===== src/rtl/if_id_skid_stage.sv =====
// IF/ID pipeline register with a one-entry skid buffer, flush support and a
// saturating count of valid entries discarded by flush.
module if_id_skid_stage #(
    parameter int                PC_W     = 32,
    parameter int                INST_W   = 32,
    parameter logic [INST_W-1:0] NOP_INST = INST_W'(32'h0000_0013),
    parameter int                CNT_W    = 8
) (
    input  logic              clk_i,
    input  logic              rst_i,
    input  logic              in_valid_i,
    output logic              in_ready_o,
    input  logic [PC_W-1:0]   pc_i,
    input  logic [INST_W-1:0] inst_i,
    input  logic              flush_i,
    output logic              out_valid_o,
    input  logic              out_ready_i,
    output logic [PC_W-1:0]   out_pc_o,
    output logic [INST_W-1:0] out_inst_o,
    output logic [1:0]        occ_o,
    output logic [CNT_W-1:0]  drop_cnt_o
);

    logic [1:0]        occ_reg, occ_next;
    logic [PC_W-1:0]   main_pc_reg, main_pc_next;
    logic [INST_W-1:0] main_inst_reg, main_inst_next;
    logic [PC_W-1:0]   skid_pc_reg, skid_pc_next;
    logic [INST_W-1:0] skid_inst_reg, skid_inst_next;
    logic [CNT_W-1:0]  drop_cnt_reg, drop_cnt_next;
    logic [CNT_W:0]    drop_sum;
    logic              accept;
    logic              transfer;

    // Ready depends only on registered occupancy, never on the consumer.
    assign in_ready_o  = (occ_reg != 2'd2) && !rst_i;
    assign out_valid_o = (occ_reg != 2'd0) && !rst_i;
    assign out_pc_o    = out_valid_o ? main_pc_reg : '0;
    assign out_inst_o  = out_valid_o ? main_inst_reg : NOP_INST;
    assign occ_o       = occ_reg;
    assign drop_cnt_o  = drop_cnt_reg;

    assign accept   = in_valid_i && in_ready_o && !flush_i;
    assign transfer = out_valid_o && out_ready_i;

    // One extra bit catches overflow so the counter can clamp instead of wrap.
    assign drop_sum = {1'b0, drop_cnt_reg} + (CNT_W + 1)'(occ_reg);

    always_comb begin
        occ_next       = occ_reg;
        main_pc_next   = main_pc_reg;
        main_inst_next = main_inst_reg;
        skid_pc_next   = skid_pc_reg;
        skid_inst_next = skid_inst_reg;
        drop_cnt_next  = drop_cnt_reg;

        if (flush_i) begin
            occ_next       = 2'd0;
            main_pc_next   = '0;
            main_inst_next = NOP_INST;
            skid_pc_next   = '0;
            skid_inst_next = NOP_INST;
            drop_cnt_next  = drop_sum[CNT_W] ? {CNT_W{1'b1}} : drop_sum[CNT_W-1:0];
        end else begin
            case (occ_reg)
                2'd0: begin
                    if (accept) begin
                        main_pc_next   = pc_i;
                        main_inst_next = inst_i;
                        occ_next       = 2'd1;
                    end
                end
                2'd1: begin
                    if (accept && transfer) begin
                        main_pc_next   = pc_i;
                        main_inst_next = inst_i;
                    end else if (transfer) begin
                        occ_next = 2'd0;
                    end else if (accept) begin
                        skid_pc_next   = pc_i;
                        skid_inst_next = inst_i;
                        occ_next       = 2'd2;
                    end
                end
                2'd2: begin
                    if (transfer) begin
                        main_pc_next   = skid_pc_reg;
                        main_inst_next = skid_inst_reg;
                        occ_next       = 2'd1;
                    end
                end
                default: occ_next = 2'd0;
            endcase
        end
    end

    always_ff @(posedge clk_i) begin
        if (rst_i) begin
            occ_reg       <= 2'd0;
            main_pc_reg   <= '0;
            main_inst_reg <= NOP_INST;
            skid_pc_reg   <= '0;
            skid_inst_reg <= NOP_INST;
            drop_cnt_reg  <= '0;
        end else begin
            occ_reg       <= occ_next;
            main_pc_reg   <= main_pc_next;
            main_inst_reg <= main_inst_next;
            skid_pc_reg   <= skid_pc_next;
            skid_inst_reg <= skid_inst_next;
            drop_cnt_reg  <= drop_cnt_next;
        end
    end

endmodule


===== config.mk =====
export PLATFORM = sky130hd
export DESIGN_NAME = if_id_skid_stage
export DESIGN_NICKNAME = d
export VERILOG_FILES = /design/src/rtl/if_id_skid_stage.sv
export SDC_FILE = /design/constraint.sdc
export NUM_CORES = 1
export LEC_CHECK = 0
export CAP_MARGIN = 20
export CORE_AREA = 2 2 134 123
export CTS_BUF_LIST = sky130_fd_sc_hd__clkbuf_8
export DETAILED_ROUTE_END_ITERATION = 8
export DIE_AREA = 0 0 136 125
export DONT_BUFFER_PORTS = 1
export GPL_ROUTABILITY_DRIVEN = 0
export PLACE_DENSITY = 0.62
export SYNTH_ARGS = -nofsm -noshare
export SYNTH_HDL_FRONTEND = slang
export SYNTH_SLANG_ARGS = --single-unit

===== constraint.sdc =====
create_clock -name clk_i -period 1.9 [get_ports clk_i]
set_input_delay 0.38 -clock clk_i [delete_from_list [all_inputs] [get_ports clk_i]]
set_output_delay 0.38 -clock clk_i [all_outputs]
set_load 0.03 [all_outputs]

# Word-level counts from Yosys, hierarchy flattened
# Index checks and enable logic that the tools add are counted.
[word_totals]
word_cells = 49
input_bits = 69
output_inout_bits = 76
regBits = 138
[op_classes]
n_eq_ne = 8
addsub = 1
muxes = 17
n_bitwise = 2
reduce_logical = 15
[ops]
columns = ["cell", "count"]
rows = [
  ["2-to-1 mux 32 bit", 8],
  ["one-hot mux 32 bit (3 select lines)", 2],
  ["AND reduction 4 bit", 3],
  ["2-to-1 mux 2 bit", 5],
  ["!= test 2 bit (second input constant)", 5],
  ["adder 8 x 2 -> 9 bit", 1],
  ["2-to-1 mux 8 bit", 1],
  ["logical AND 1 bit", 6],
  ["one-hot mux 2 bit (3 select lines)", 1],
  ["!= test 3 bit (second input constant)", 1],
  ["nonzero test 3 bit", 1],
  ["equality test 2 x 1 -> 1 bit (second input constant)", 1],
  ["equality test 2 bit (second input constant)", 1],
  ["logical NOT 1 bit", 2],
  ["logical NOT 2 bit", 1],
  ["NOT 1 bit", 2],
  ["nonzero test 2 bit", 1],
  ["OR reduction 2 bit", 1],
]

# Longest topological paths before layout
# Gate-level depths: netlist (run 1).
[depth]
depth_word = 8
ltp_mapped = 7
mapped_depth_nobuf = 6

# Worst setup path after synthesis (run 1)
# No wires, ideal clock.
[synth_timing]
kind = "register -> output"
from = "reg occ_reg[0], in the netlist occ_o[0]"
to = "out in_ready_o"
n_path_buf = 4
slack_ps = -224
path_stages_with_launch = 7
t_arrival_ps = 1744
t_required_ps = 1520
path_cell_list = "dfxtp_1 -> buf_4 -> nand2b_1 -> buf_2 -> buf_6 -> buf_4 -> nor2b_1"
[synth_between]
elab_chain_cells = 2
[synth_rtl]
columns = ["item", "line", "rtl"]
rows = [
  ["start: declaration", "24", "logic [1:0] occ_reg, occ_next;"],
  ["start signal: assignment", "105", "occ_reg <= occ_next;"],
  ["!= test 2 bit", "35", "assign in_ready_o = (occ_reg != 2'd2) && !rst_i;"],
  ["logical AND 1 bit", "35", ""],
  ["end: declaration", "12", "output logic in_ready_o,"],
]
# No other way between the ends.

# Worst setup path in the final report (run 1)
[layout_timing]
from = "reg occ_reg[1], in the netlist occ_o[1]"
to = "out out_pc_o[0]"
[layout_between]
elab_chain_cells = 3
[layout_rtl]
columns = ["item", "line", "rtl"]
rows = [
  ["nonzero test 2 bit", "36", "assign out_valid_o = (occ_reg != 2'd0) && !rst_i;"],
  ["logical AND 1 bit", "36", ""],
  ["2-to-1 mux 32 bit", "37", "assign out_pc_o = out_valid_o ? main_pc_reg : '0;"],
  ["end: declaration", "18", "output logic [PC_W-1:0] out_pc_o,"],
]
# No other way between the ends.

==> results of run 1 <==
==> kinds of logic after synthesis <==
group / Yosys count
AOI/OAI and AO/OA: 270
and+or+nand+nor: 167
DFF: 138
buffers and inverters: 94
muxes: 66
adders and majority gates: 3
==> per-layer routing <==
metal / track usage [%] / routed length [um] / vias up
met5: 0 / 0 / -
met4: 6.924 / 206 / 0
met3: 7.259 / 1568 / 19
met2: 38.46 / 9842 / 196
met1: 31.02 / 8654 / 2903
li1: - / - / 2736
==> stage by stage <==
step / cell area (um2) / hold slack (ps) / instances / utilization [%] / setup slack, ps
after global routing: 8275 / 32.04 / 966 / 52.56 / -139.9
final: 8275 / 64.09 / 966 / 52.56 / -84.50
after floorplan: 6978 / 440.4 / 738 / - / 23.51
after detailed placement: 7488 / 455.9 / 922 / 47.56 / 200.5
after CTS: 8237 / 39.00 / 965 / 52.31 / -102.4
after global placement: 7488 / 455.6 / 922 / 47.56 / 268.1
==> final cells by class <==
cell class / count / area share, %
timing repair buffer: 79 / 11.55
sequential: 138 / 33.47
inverter: 5 / 0.2268
multi-input combinational: 506 / 47.54
clock buffer: 18 / 2.994
tap: 207 / 3.130
clock inverter: 13 / 1.089
==> worst max-delay path by stage <==
stage,start,endpoint,slack (ps),cells after the start
after detailed placement,drop_cnt_o[0]$_SDFFE_PP0P_,drop_cnt_o[6]$_SDFFE_PP0P_,200,6
after floorplan,occ_o[1]$_SDFFE_PP0P_,out_inst_o[10],20,5
after global routing,occ_o[1]$_SDFFE_PP0P_,out_pc_o[0],-140,5
after CTS,occ_o[0]$_SDFFE_PP0P_,out_inst_o[30],-100,5
after global placement,occ_o[0]$_SDFFE_PP0P_,drop_cnt_o[6]$_SDFFE_PP0P_,270,6
final,occ_o[1]$_SDFFE_PP0P_,out_pc_o[0],-80,5
==> power by group <==
| group | leakage, nW | total [W] | switching (W) | internal [W] |
|---|---|---|---|---|
| combinational | 1.89 | 0.000657 | 0.000398 | 0.000259 |
| sequential | 1.12 | 0.00298 | 0.0000335 | 0.00294 |
| clock | 0.189 | 0.00214 | 0.00111 | 0.00102 |
==> cells in the final DEF (no fill, tap or decap), drive strengths merged, types with 2 or more instances in the layout <==
cell      synthesis  layout
a211oi          126     126
a21o              3       3
a21oi            70      70
a31oi             2       2
and2             62      62
and3b             5       5
buf              41      78
clkbuf           48      18
clkinv            0       6
clkinvlp          0       2
dfxtp           138     138
ha                2       2
inv               5       9
mux2i            66      66
nand2             3       3
nand2b            5       5
nand3            62      62
nor2              8       8
nor3              9       9
o21a              2       2
o21ai            63      63
==> repair_timing <==
action                                 CTS  global route
endpoints found under the hold margin    8             0
resized for setup                       89            14
setup buffers                            7             2
cloned                                   5             0
pin swaps                               35             9
hold buffers                             1             0
setup endpoints to repair               66            73
==> critical path, cell delays in order, from the launching register on <==
cell and delay [ps]:
dfxtp_4 350, o21ba_4 230, buf_12 140, buf_16 140
and2_4 160, buf_6 130
==> metrics.md, run 1 <==
| Metric | Value |
|---|---|
| Syn. warnings | 0 |
| Synthesized netlist cell count | 738 |
| IR Drop Worst-Case VDD | 0.4422 mV |
| Share of cells above drive strength 1 | 32.54% |
| Most numerous cell in the Yosys netlist | dfxtp_1 |
| Final WL | 20270 um |
| R2R setup slack | 90 ps |
| Reg2reg start | occ_o[0]$_SDFFE_PP0P_ |
| Total power | 0.005774 W |
| Initial Utilization | 43.96% |
| FF-to-FF End | drop_cnt_o[6]$_SDFFE_PP0P_ |
| Pleak | 3.199 nW |
| Fin nets | 819 |
| Synthesis-stage register bit count | 138 |
| Largest net degree at the start of global routing | 70 |
| Worst Hold End | skid_pc_reg[24]$_SDFFE_PP0P_ |
| First-pass GRT wire length | 31680 um |
| Post-Route Skew | 10.87 ps |
| Sequential share of the synthesized area | 39.91% |
| Initial antenna violation count | 0 |
| Number of global-route vias before repair | 5908 |
| Post-Synth Simple-Gate Area | 13.96% |
| Hold Vio Cnt, Final | 0 |
| Crit path DAT | 1600 ps |
| Outcome | complete, but fails checks |
| Clock Sinks | 138 |
| Crit share post-route | 104.4% |
| Setup WS post-layout | -84.50 ps |
| Post-synthesis xor/xnor area fraction | 0% |
| Crit Path Category | reg -> out |
| WHS Path Cells | 2 |
| DR vias/cell | 6.060 |
| Area of the multi-input gates | 3934 um2 |
| Chip Width | 136 um |
| Mux contribution to synthesized area | 9.544% |
| Area grow syn2layout | 19.56% |
| Synth area leader | dfxtp_1 |
| EDFF count, synth | 0 |
| Post-layout minimum cycle time | 1985 ps |
| Fillers | 1445 |
| Netlist cell types | 41 |
| I/O pin total | 145 |
| P per Cell Area | 697.7 nW/um2 |
| Synth Flop Type | dfxtp_1 |
| Die area | 17000 um2 |
| Failing checks | negative setup slack |
| Crit Path Max Fanout | 7 |
| Antenna diodes | 0 |
| Setup TNS | -2102 ps |
| Critical path capture point type | output port |
| Via count | 5854 |
| Core Area | 15750 um2 |
| CTS tree | done |
| Drc violations | 0 |
| Clk Latency, worst-skew pair | 450 ps |
| Slew headroom | 68.72% |
| Ys async rst share | 0% |
| ANT nets after route | 0 |
| Seq. cell area | 2770 um2 |
| Area share of fa/ha/maj cells after synthesis | 0.6508% |
| RSZ-0062 raised after global routing | yes |
| Crit path launch type | flip-flop |
| Largest family of logic cells by synthesized area | compound AO/OA/AOI/OAI gates |
| Maxcap violations | 0 |
| Root Driver | clkbuf_8 |
| DR WL/cell | 20.99 um |
| Top cells by count, synth | 138 x dfxtp_1, 70 x a21oi_1, 66 x a211oi_1, 66 x mux2i_1, 63 x o21ai_0 |
| Cell Area, Synth | 6922 um2 |
| I/O Buffers | 0 |
| Post-Syn Nets | 810 |
| HP Start | pc_i[24] |
| Rows | 44 |
| Mapped Avg Cell Area | 9.379 um2 |
| HP Class | in -> reg |
| Synth top area cells | dfxtp_1 40%, a211oi_2 11%, mux2i_1 9.5% |
| Worst slew pin tran | 469.2 ps |
| Setup-failing EPs final | 60 |
| Final count of pins violating max slew | 0 |
| Total Routing Usage GR | 23.93% |
| Congestion Overflow GR | 0 |
| Die Height | 125 um |
| Drt pass-1 iters | 4 |
| CTS Buf Count | 17 |
| Worst-path clk slew | 80 ps |
| FMAX | 503.9 MHz |
| Data required time of the worst path | 1520 ps |
| Final HPWL DP | 12190 um |
| Number of DRC markers in iteration 0 | 343 |
| Reg2Reg Depth | 8 |
| Top cell type's share of synthesized area | 39.91% |
| Total number of H-tree levels | 4 |
| Clock Tree Buf Depth | 2 |
| Compound-Gate Fraction of Synth Area | 28.85% |
No activity file was read; power rests on OpenSTA's default activity.
==> inputs of run 2 (changes only) <==
--- a/config.mk
+++ b/config.mk
@@ -5,14 +5,16 @@
 export SDC_FILE = /design/constraint.sdc
 export NUM_CORES = 1
 export LEC_CHECK = 0
+export ABC_AREA = 1
 export CAP_MARGIN = 20
-export CORE_AREA = 2 2 134 123
+export CORE_AREA = 2 2 133 122
 export CTS_BUF_LIST = sky130_fd_sc_hd__clkbuf_8
 export DETAILED_ROUTE_END_ITERATION = 8
-export DIE_AREA = 0 0 136 125
+export DIE_AREA = 0 0 135 124
 export DONT_BUFFER_PORTS = 1
 export GPL_ROUTABILITY_DRIVEN = 0
 export PLACE_DENSITY = 0.62
 export SYNTH_ARGS = -nofsm -noshare
 export SYNTH_HDL_FRONTEND = slang
 export SYNTH_SLANG_ARGS = --single-unit
+export TNS_END_PERCENT = 20
==> run 2 against run 1 <==
- the flow still finishes with violations (negative setup slack)
- global-route usage decreased by 3.3 points
- sequential share of layout area decreased by 1.0 points
- maximum frequency decreased by 0.70%
- largest power group unchanged
- critical path type unchanged
==> metrics.md, run 2 <==
| Metric | Value |
|---|---|
| Placed cells | 1286 (was 922) |
| Worst-path cell chain | inv_4 -> nand2_2 -> inv_2 -> nor2_4 -> inv_8 -> buf_6 -> or2_4 (was o21ba_4 -> buf_12 -> buf_16 -> and2_4 -> buf_6) |
| Crit share post-route | 105.2% (was 104.4%) |
| Dpl cell area | 7672 um2 (was 7488 um2) |
| Final std cells w/o fill | 1329 (was 966) |
| Drt pass-1 iters | 4 (unchanged) |
| Crit path launch type | flip-flop (unchanged) |
| Top cells by count, synth | 228 x nor2_1, 193 x nand2_1, 186 x inv_1, 138 x dfxtp_1, 111 x o21ai_0 (was 138 x dfxtp_1, 70 x a21oi_1, 66 x a211oi_1, 66 x mux2i_1, 63 x o21ai_0) |
| Critical path capture point type | output port (unchanged) |
| Synthesis-stage register bit count | 138 (unchanged) |
| Pleak | 3.433 nW (was 3.199 nW) |
| First-pass GRT wire length | 27320 um (was 31680 um) |
| Hold Vio Cnt, Final | 0 (unchanged) |
| Combinational share of power | 8.6% (was 11.4%) |
| GRT Max-Usage Layer | met2 (unchanged) |
| IR Drop Worst-Case VDD | 0.4103 mV (was 0.4422 mV) |
| Maxcap violations | 0 (unchanged) |
| Final hold slack | 77.96 ps (was 64.09 ps) |
| GRT met1 Usage | 25.40% (was 31.02%) |
| Top cell type's share of synthesized area | 40.66% (was 39.91%) |
| DR WL/cell | 12.92 um (was 20.99 um) |
| Share of cells above drive strength 1 | 18.46% (was 32.54%) |
| Synth area leader | dfxtp_1 (unchanged) |
| Clock Tree Buf Depth | 2 (unchanged) |
| Post-Route Skew | 10.55 ps (was 10.87 ps) |
| Most numerous cell in the Yosys netlist | nor2_1 (was dfxtp_1) |
| Initial antenna violation count | 0 (unchanged) |
| Antenna diodes | 0 (unchanged) |
| Die Height | 124 um (was 125 um) |
| Syn. warnings | 0 (unchanged) |
| Crit Path Category | reg -> out (unchanged) |
| Total number of H-tree levels | 4 (unchanged) |
| Most common cell after layout, fill and taps aside | nand2_1 (was dfxtp_1) |
| Sw Share | 24.63% (was 26.77%) |
| Rows | 43 (was 44) |
| Final HPWL DP | 10240 um (was 12190 um) |
| Core Area | 15280 um2 (was 15750 um2) |
| Post-route cell area | 8517 um2 (was 8275 um2) |
| CP max stage delay | 350 ps (about the same) |
| HP Class | in -> reg (unchanged) |
| Clock Sinks | 138 (unchanged) |
| Final count of pins violating max slew | 0 (unchanged) |
| RSZ-0062 raised after global routing | yes (unchanged) |
| CTS tree | done (unchanged) |
| Synth Flop Type | dfxtp_1 (unchanged) |
| Synthesized netlist cell count | 1069 (was 738) |
| Post-Syn Nets | 1141 (was 810) |
| Area of the multi-input gates | 3311 um2 (was 3934 um2) |
| Setup-failing EPs final | 64 (was 60) |
| Seq. cell area | 2765 um2 (was 2770 um2) |
| Total Routing Usage GR | 20.62% (was 23.93%) |
| Mapped Avg Cell Area | 6.357 um2 (was 9.379 um2) |
| GRT met3 Usage | 7.163% (was 7.259%) |
| P per Cell Area | 684.8 nW/um2 (was 697.7 nW/um2) |
| Clk Latency, worst-skew pair | 440 ps (was 450 ps) |
| Post-layout minimum cycle time | 1999 ps (was 1985 ps) |
| Chip Width | 135 um (was 136 um) |
| Fillers | 1524 (was 1445) |
| Internal | 0.004396 W (was 0.004228 W) |
| ANT nets after route | 0 (unchanged) |
| Switching Power | 0.001437 W (was 0.001546 W) |
| DR vias/cell | 4.688 (was 6.060) |
| CTS Buf Count | 17 (unchanged) |
| Cell Area, Synth | 6795 um2 (was 6922 um2) |
| Via count | 6230 (was 5854) |
| Initial Utilization | 44.47% (was 43.96%) |
| Data required time of the worst path | 1520 ps (about the same) |
| Grt met2 use | 34.58% (was 38.46%) |
| Sequential share of the synthesized area | 40.66% (was 39.91%) |
| Most frequent cells in the layout | 191 x nand2_1, 185 x inv_1, 166 x nor2_1 (was 136 x dfxtp_1, 70 x a21oi_1, 66 x mux2i_1, 66 x a211oi_1, 63 x o21ai_0) |
| Drc violations | 0 (unchanged) |
| Outcome | complete, but fails checks (unchanged) |
| Slew headroom | 39.43% (was 68.72%) |
| Number of global-route vias before repair | 5585 (was 5908) |
| Failing checks | negative setup slack (unchanged) |
| Netlist cell types | 27 (was 41) |
| Crit Path Max Fanout | 9 (was 7) |
| Number of DRC markers in iteration 0 | 303 (was 343) |
| Synth top area cells | dfxtp_1 41%, nor2_1 13%, nand2_1 11% (was dfxtp_1 40%, a211oi_2 11%, mux2i_1 9.5%) |
| CP max stage cell | dfxtp_2 (was dfxtp_4) |
| EDFF count, synth | 0 (unchanged) |
| Setup WS post-layout | -98.53 ps (was -84.50 ps) |
| Congestion Overflow GR | 0 (unchanged) |
| FMAX | 500.4 MHz (was 503.9 MHz) |
| Fin nets | 1187 (was 819) |
| Ys async rst share | 0% (unchanged) |
| Sequential share of power | 50.8% (was 51.6%) |
| Area grow syn2layout | 25.34% (was 19.56%) |
| Worst slew pin tran | 906.4 ps (was 469.2 ps) |
| Clock Power Share | 40.7% (was 37.0%) |
| Root Driver | clkbuf_8 (unchanged) |
| Crit path DAT | 1620 ps (was 1600 ps) |
| I/O Buffers | 0 (unchanged) |
| Die area | 16740 um2 (was 17000 um2) |
| Largest net degree at the start of global routing | 131 (was 70) |
| Worst-path clk slew | 70 ps (was 80 ps) |
| Final WL | 17170 um (was 20270 um) |
| I/O pin total | 145 (unchanged) |
| Total power | 0.005832 W (was 0.005774 W) |
## run 2: changes by cell type in the layout (fill, tap and decap cells not counted), moves of 21 or more
cell,delta
a211oi_2,-60
a211oi_1,-66
nor2_4,+24
nor2_2,+40
and2_4,-61
buf_6,+25
mux2i_1,-66
inv_1,+177
a21oi_1,-21
o21ai_0,+48
nand2_1,+188
nor2_1,+159
## run 2: final timing paths
kind                                                      from                             end  slack (ps)  cells past startpoint
worst max-delay path                     occ_o[1]$_SDFFE_PP0P_                   out_inst_o[4]        -100                      7
worst min-delay path                                 inst_i[4]   skid_inst_reg[4]$_SDFFE_PP1P_          80                      2
worst max register to register           occ_o[1]$_SDFFE_PP0P_    main_pc_reg[10]$_SDFFE_PP0P_          40                      9
worst min register to register  skid_inst_reg[29]$_SDFFE_PP0P_  skid_inst_reg[29]$_SDFFE_PP0P_         450                      2
## run 2: timing repair
item                       CTS  global route
hold endpoints to repair     5             0
cloned                       2             2
gates resized for setup     72            11
hold buffers                 1             0
pin swaps                    8             8
setup endpoints to repair  128           136
buffers inserted             6             1
## run 2: layout make-up
cell class | count | share of cell area (%)
clock buffers | 21 | 3.394
clock inverters | 10 | 1.190
inverters | 188 | 8.403
multi-input cells | 678 | 38.87
flip-flops and latches | 138 | 32.47
well taps | 202 | 2.968
repair buffers | 92 | 12.71
## run 2: through the flow
step / util [%] / setup WS [ps] / TNS, ps
after floorplan: - / -155.7 / -7477
after global placement: 50.21 / 14.29 / 0
after detailed placement: 50.21 / -40.65 / -572.2
after CTS: 55.13 / -147.3 / -8157
after global routing: 55.74 / -185.4 / -12720
final: 55.74 / -98.53 / -4611
## run 2: kinds of logic (layout without fill, tap and decap cells)
group                      count (synthesis)  count (layout)  synth area share, %
DFF                                      138             138                40.66
adders and majority gates                  3               3               0.6628
AOI/OAI and AO/OA                        164             164                12.24
and+or+nand+nor                          507             508                30.31
xor gates and xnor gates                   3               3               0.3867
buffers and inverters                    254             311                15.74
## run 2: metal layers
| layer | routed length, um | vias to the layer above |
|---|---|---|
| met1 | 7751 | 2770 |
| met3 | 1214 | 6 |
| li1 | - | 3318 |
| met4 | 108 | 0 |
| met2 | 8090 | 136 |
| met5 | 0 | - |
## run 2: power groups by stage
stage / Combinational [W] / Sequential (W) / Clock (W)
4_1_cts: 0.000493 / 0.00296 / 0.00245
3_3_place_gp: 0.000471 / 0.00303 / 0
5_1_grt: 0.000578 / 0.00297 / 0.00259
3_5_place_dp: 0.000474 / 0.00303 / 0
2_1_floorplan: 0.000389 / 0.00303 / 0
6_report: 0.000501 / 0.00296 / 0.00237
## run 2: worst max-delay path: cells and delay by family (launching register included)
family                 cells  cell delay (ps)
DFF                        1              350
and+or+nand+nor            3              500
buffers and inverters      4              310
==> inputs of run 3 (changes only) <==
--- a/config.mk
+++ b/config.mk
@@ -13,7 +13,7 @@
 export DIE_AREA = 0 0 135 124
 export DONT_BUFFER_PORTS = 1
 export GPL_ROUTABILITY_DRIVEN = 0
-export PLACE_DENSITY = 0.62
+export PLACE_DENSITY = 0.61
 export SYNTH_ARGS = -nofsm -noshare
 export SYNTH_HDL_FRONTEND = slang
 export SYNTH_SLANG_ARGS = --single-unit
==> run 3 against run 2 <==
- the run still ends with negative setup slack left
- first-iteration DRC count up 49%
- highest routed layer unchanged
- critical path type unchanged
- worst hold slack improved by 3.3 ps
- sequential share of layout area shrank 0.76 points
- largest cell class unchanged
- critical path depth rose by 2
- largest power group unchanged
==> metrics.md, run 3 (synthesis results as in run 2) <==
| Metric | Value |
|---|---|
| Outcome | complete, but fails checks (unchanged) |
| Failing checks | negative setup slack (unchanged) |
| Worst slew pin tran | 951.5 ps (was 906.4 ps) |
| Via count | 6227 (was 6230) |
| Chip Width | 135 um (unchanged) |
| Seq. cell area | 2765 um2 (unchanged) |
| Die area | 16740 um2 (unchanged) |
| Fillers | 1547 (was 1524) |
| Final WL | 17340 um (was 17170 um) |
| Most common cell after layout, fill and taps aside | nand2_1 (unchanged) |
| Core Area | 15280 um2 (unchanged) |
| Drt pass-1 iters | 5 (was 4) |
| Crit Path Max Fanout | 6 (was 9) |
| Crit Path Category | reg -> out (unchanged) |
| Clk Latency, worst-skew pair | 430 ps (was 440 ps) |
| Data required time of the worst path | 1520 ps (about the same) |
| Rows | 43 (unchanged) |
| Final core occ | 57.08% (was 55.74%) |
| GRT met3 Usage | 5.779% (was 7.163%) |
| Initial Utilization | 44.47% (unchanged) |
| Number of DRC markers in iteration 0 | 452 (was 303) |
| Area of the multi-input gates | 3418 um2 (was 3311 um2) |
| Slew headroom | 36.56% (was 39.43%) |
| Congestion Overflow GR | 0 (unchanged) |
| ANT nets after route | 0 (unchanged) |
| IR Drop Worst-Case VDD | 0.6809 mV (was 0.4103 mV) |
| Crit share post-route | 110.4% (was 105.2%) |
| CTS Buf Count | 17 (unchanged) |
| GRT met1 Usage | 26.90% (was 25.40%) |
| Clock Sinks | 138 (unchanged) |
| DR WL/cell | 13.02 um (was 12.92 um) |
| FMAX | 476.8 MHz (was 500.4 MHz) |
| Pleak | 3.472 nW (was 3.433 nW) |
| Final count of pins violating max slew | 0 (unchanged) |
| Root Driver | clkbuf_8 (unchanged) |
| Grt met2 use | 34.71% (was 34.58%) |
| First-pass GRT wire length | 27780 um (was 27320 um) |
| Largest net degree at the start of global routing | 85 (was 131) |
| Total number of H-tree levels | 4 (unchanged) |
| Post-layout minimum cycle time | 2097 ps (was 1999 ps) |
| CTS tree | done (unchanged) |
| Total power | 0.006340 W (was 0.005832 W) |
| RSZ-0062 raised after global routing | yes (unchanged) |
| I/O pin total | 145 (unchanged) |
| Post-Route Skew | 7.911 ps (was 10.55 ps) |
| Crit path launch type | flip-flop (unchanged) |
| Clock Tree Buf Depth | 2 (unchanged) |
| Area grow syn2layout | 28.36% (was 25.34%) |
| Number of global-route vias before repair | 5665 (was 5585) |
| Worst-path clk slew | 80 ps (was 70 ps) |
| Most frequent cells in the layout | 191 x nand2_1, 183 x inv_1, 166 x nor2_1 (was 191 x nand2_1, 185 x inv_1, 166 x nor2_1) |
| Setup WS post-layout | -197.3 ps (was -98.53 ps) |
| Fin nets | 1189 (was 1187) |
| Hold Vio Cnt, Final | 0 (unchanged) |
| P per Cell Area | 726.9 nW/um2 (was 684.8 nW/um2) |
| Critical path capture point type | output port (unchanged) |
| I/O Buffers | 0 (unchanged) |
| Drc violations | 0 (unchanged) |
| Crit path DAT | 1720 ps (was 1620 ps) |
| Share of cells above drive strength 1 | 18.76% (was 18.46%) |
| Final HPWL DP | 10250 um (was 10240 um) |
| Maxcap violations | 0 (unchanged) |
| Antenna diodes | 0 (unchanged) |
| DR vias/cell | 4.675 (was 4.688) |
| Die Height | 124 um (unchanged) |
| Setup-failing EPs final | 67 (was 64) |
| HP Class | in -> reg (unchanged) |
| Initial antenna violation count | 0 (unchanged) |
| Total Routing Usage GR | 20.91% (was 20.62%) |
| GRT Max-Usage Layer | met2 (unchanged) |
[run 3: changes by cell type in the layout (fill, tap and decap cells not counted), sizes merged]
cell,previous run,this run
bufinv,2,6
buf,90,92
nor2,232,231
inv,191,190
clkinvlp,2,4
clkbuf,22,19
[run 3: report_power, final]
part           internal [W]  total [W]  switching [W]
registers           0.00294    0.00296      0.0000226
clock network       0.00170    0.00288        0.00118
logic              0.000174   0.000499       0.000324
[run 3: final timing paths]
path | cells after the start | slack [ps] | endpoint | startpoint
setup / recovery | 9 | -200 | out_pc_o[23] | occ_o[1]$_SDFFE_PP0P_
hold / removal | 2 | 80 | skid_inst_reg[1]$_SDFFE_PP1P_ | inst_i[1]
hold reg to reg | 2 | 450 | skid_pc_reg[12]$_SDFFE_PP0P_ | skid_pc_reg[12]$_SDFFE_PP0P_
setup reg to reg | 9 | -30 | main_inst_reg[0]$_SDFFE_PP1P_ | occ_o[1]$_SDFFE_PP0P_
[run 3: area by class of cell]
class / instances / area share, %
Clock buffer: 17 / 2.683
Clock inverter: 15 / 2.826
Inverter: 188 / 8.234
Multi-Input combinational cell: 677 / 39.19
Sequential cell: 138 / 31.70
Tap cell: 202 / 2.898
Timing Repair Buffer: 95 / 12.47
[run 3: what timing repair did]
action,4_1_cts,5_1_grt
gates cloned,2,2
setup endpoints to repair,113,136
endpoints found under the hold margin,5,0
hold buffers,1,0
pin swaps,11,29
gates resized for setup,87,20
buffers inserted,8,2
[run 3: layer usage]
| metal | part of all wire [%] | vias to the layer above |
|---|---|---|
| met4 | 0.37 | 0 |
| met2 | 49 | 119 |
| met5 | 0 | - |
| met1 | 45 | 2783 |
| li1 | - | 3321 |
| met3 | 6.2 | 4 |
[run 3: critical path: stages (launching register included)]
cell and delay, ps:
dfxtp_2 360, inv_4 40, nand2_4 70, inv_4 30
nor2_4 150, inv_8 70, buf_12 150, clkbuf_16 170
nor2_4 100, buf_6 130
[run 3: through the flow]
step / setup WS (ps) / hold WS [ps] / instance area (um2) / setup TNS (ps) / cells
finish: -197.3 / 81.26 / 8722 / -7074 / 1332
global route: -296.3 / 37.72 / 8722 / -23400 / 1332
CTS: -236.9 / 45.87 / 8605 / -9493 / 1330
detailed placement: -18.66 / 438.8 / 7630 / -55.27 / 1287
global placement: 10.18 / 434.9 / 7630 / 0 / 1287
floorplan: -155.7 / 421.4 / 7028 / -7477 / 1069
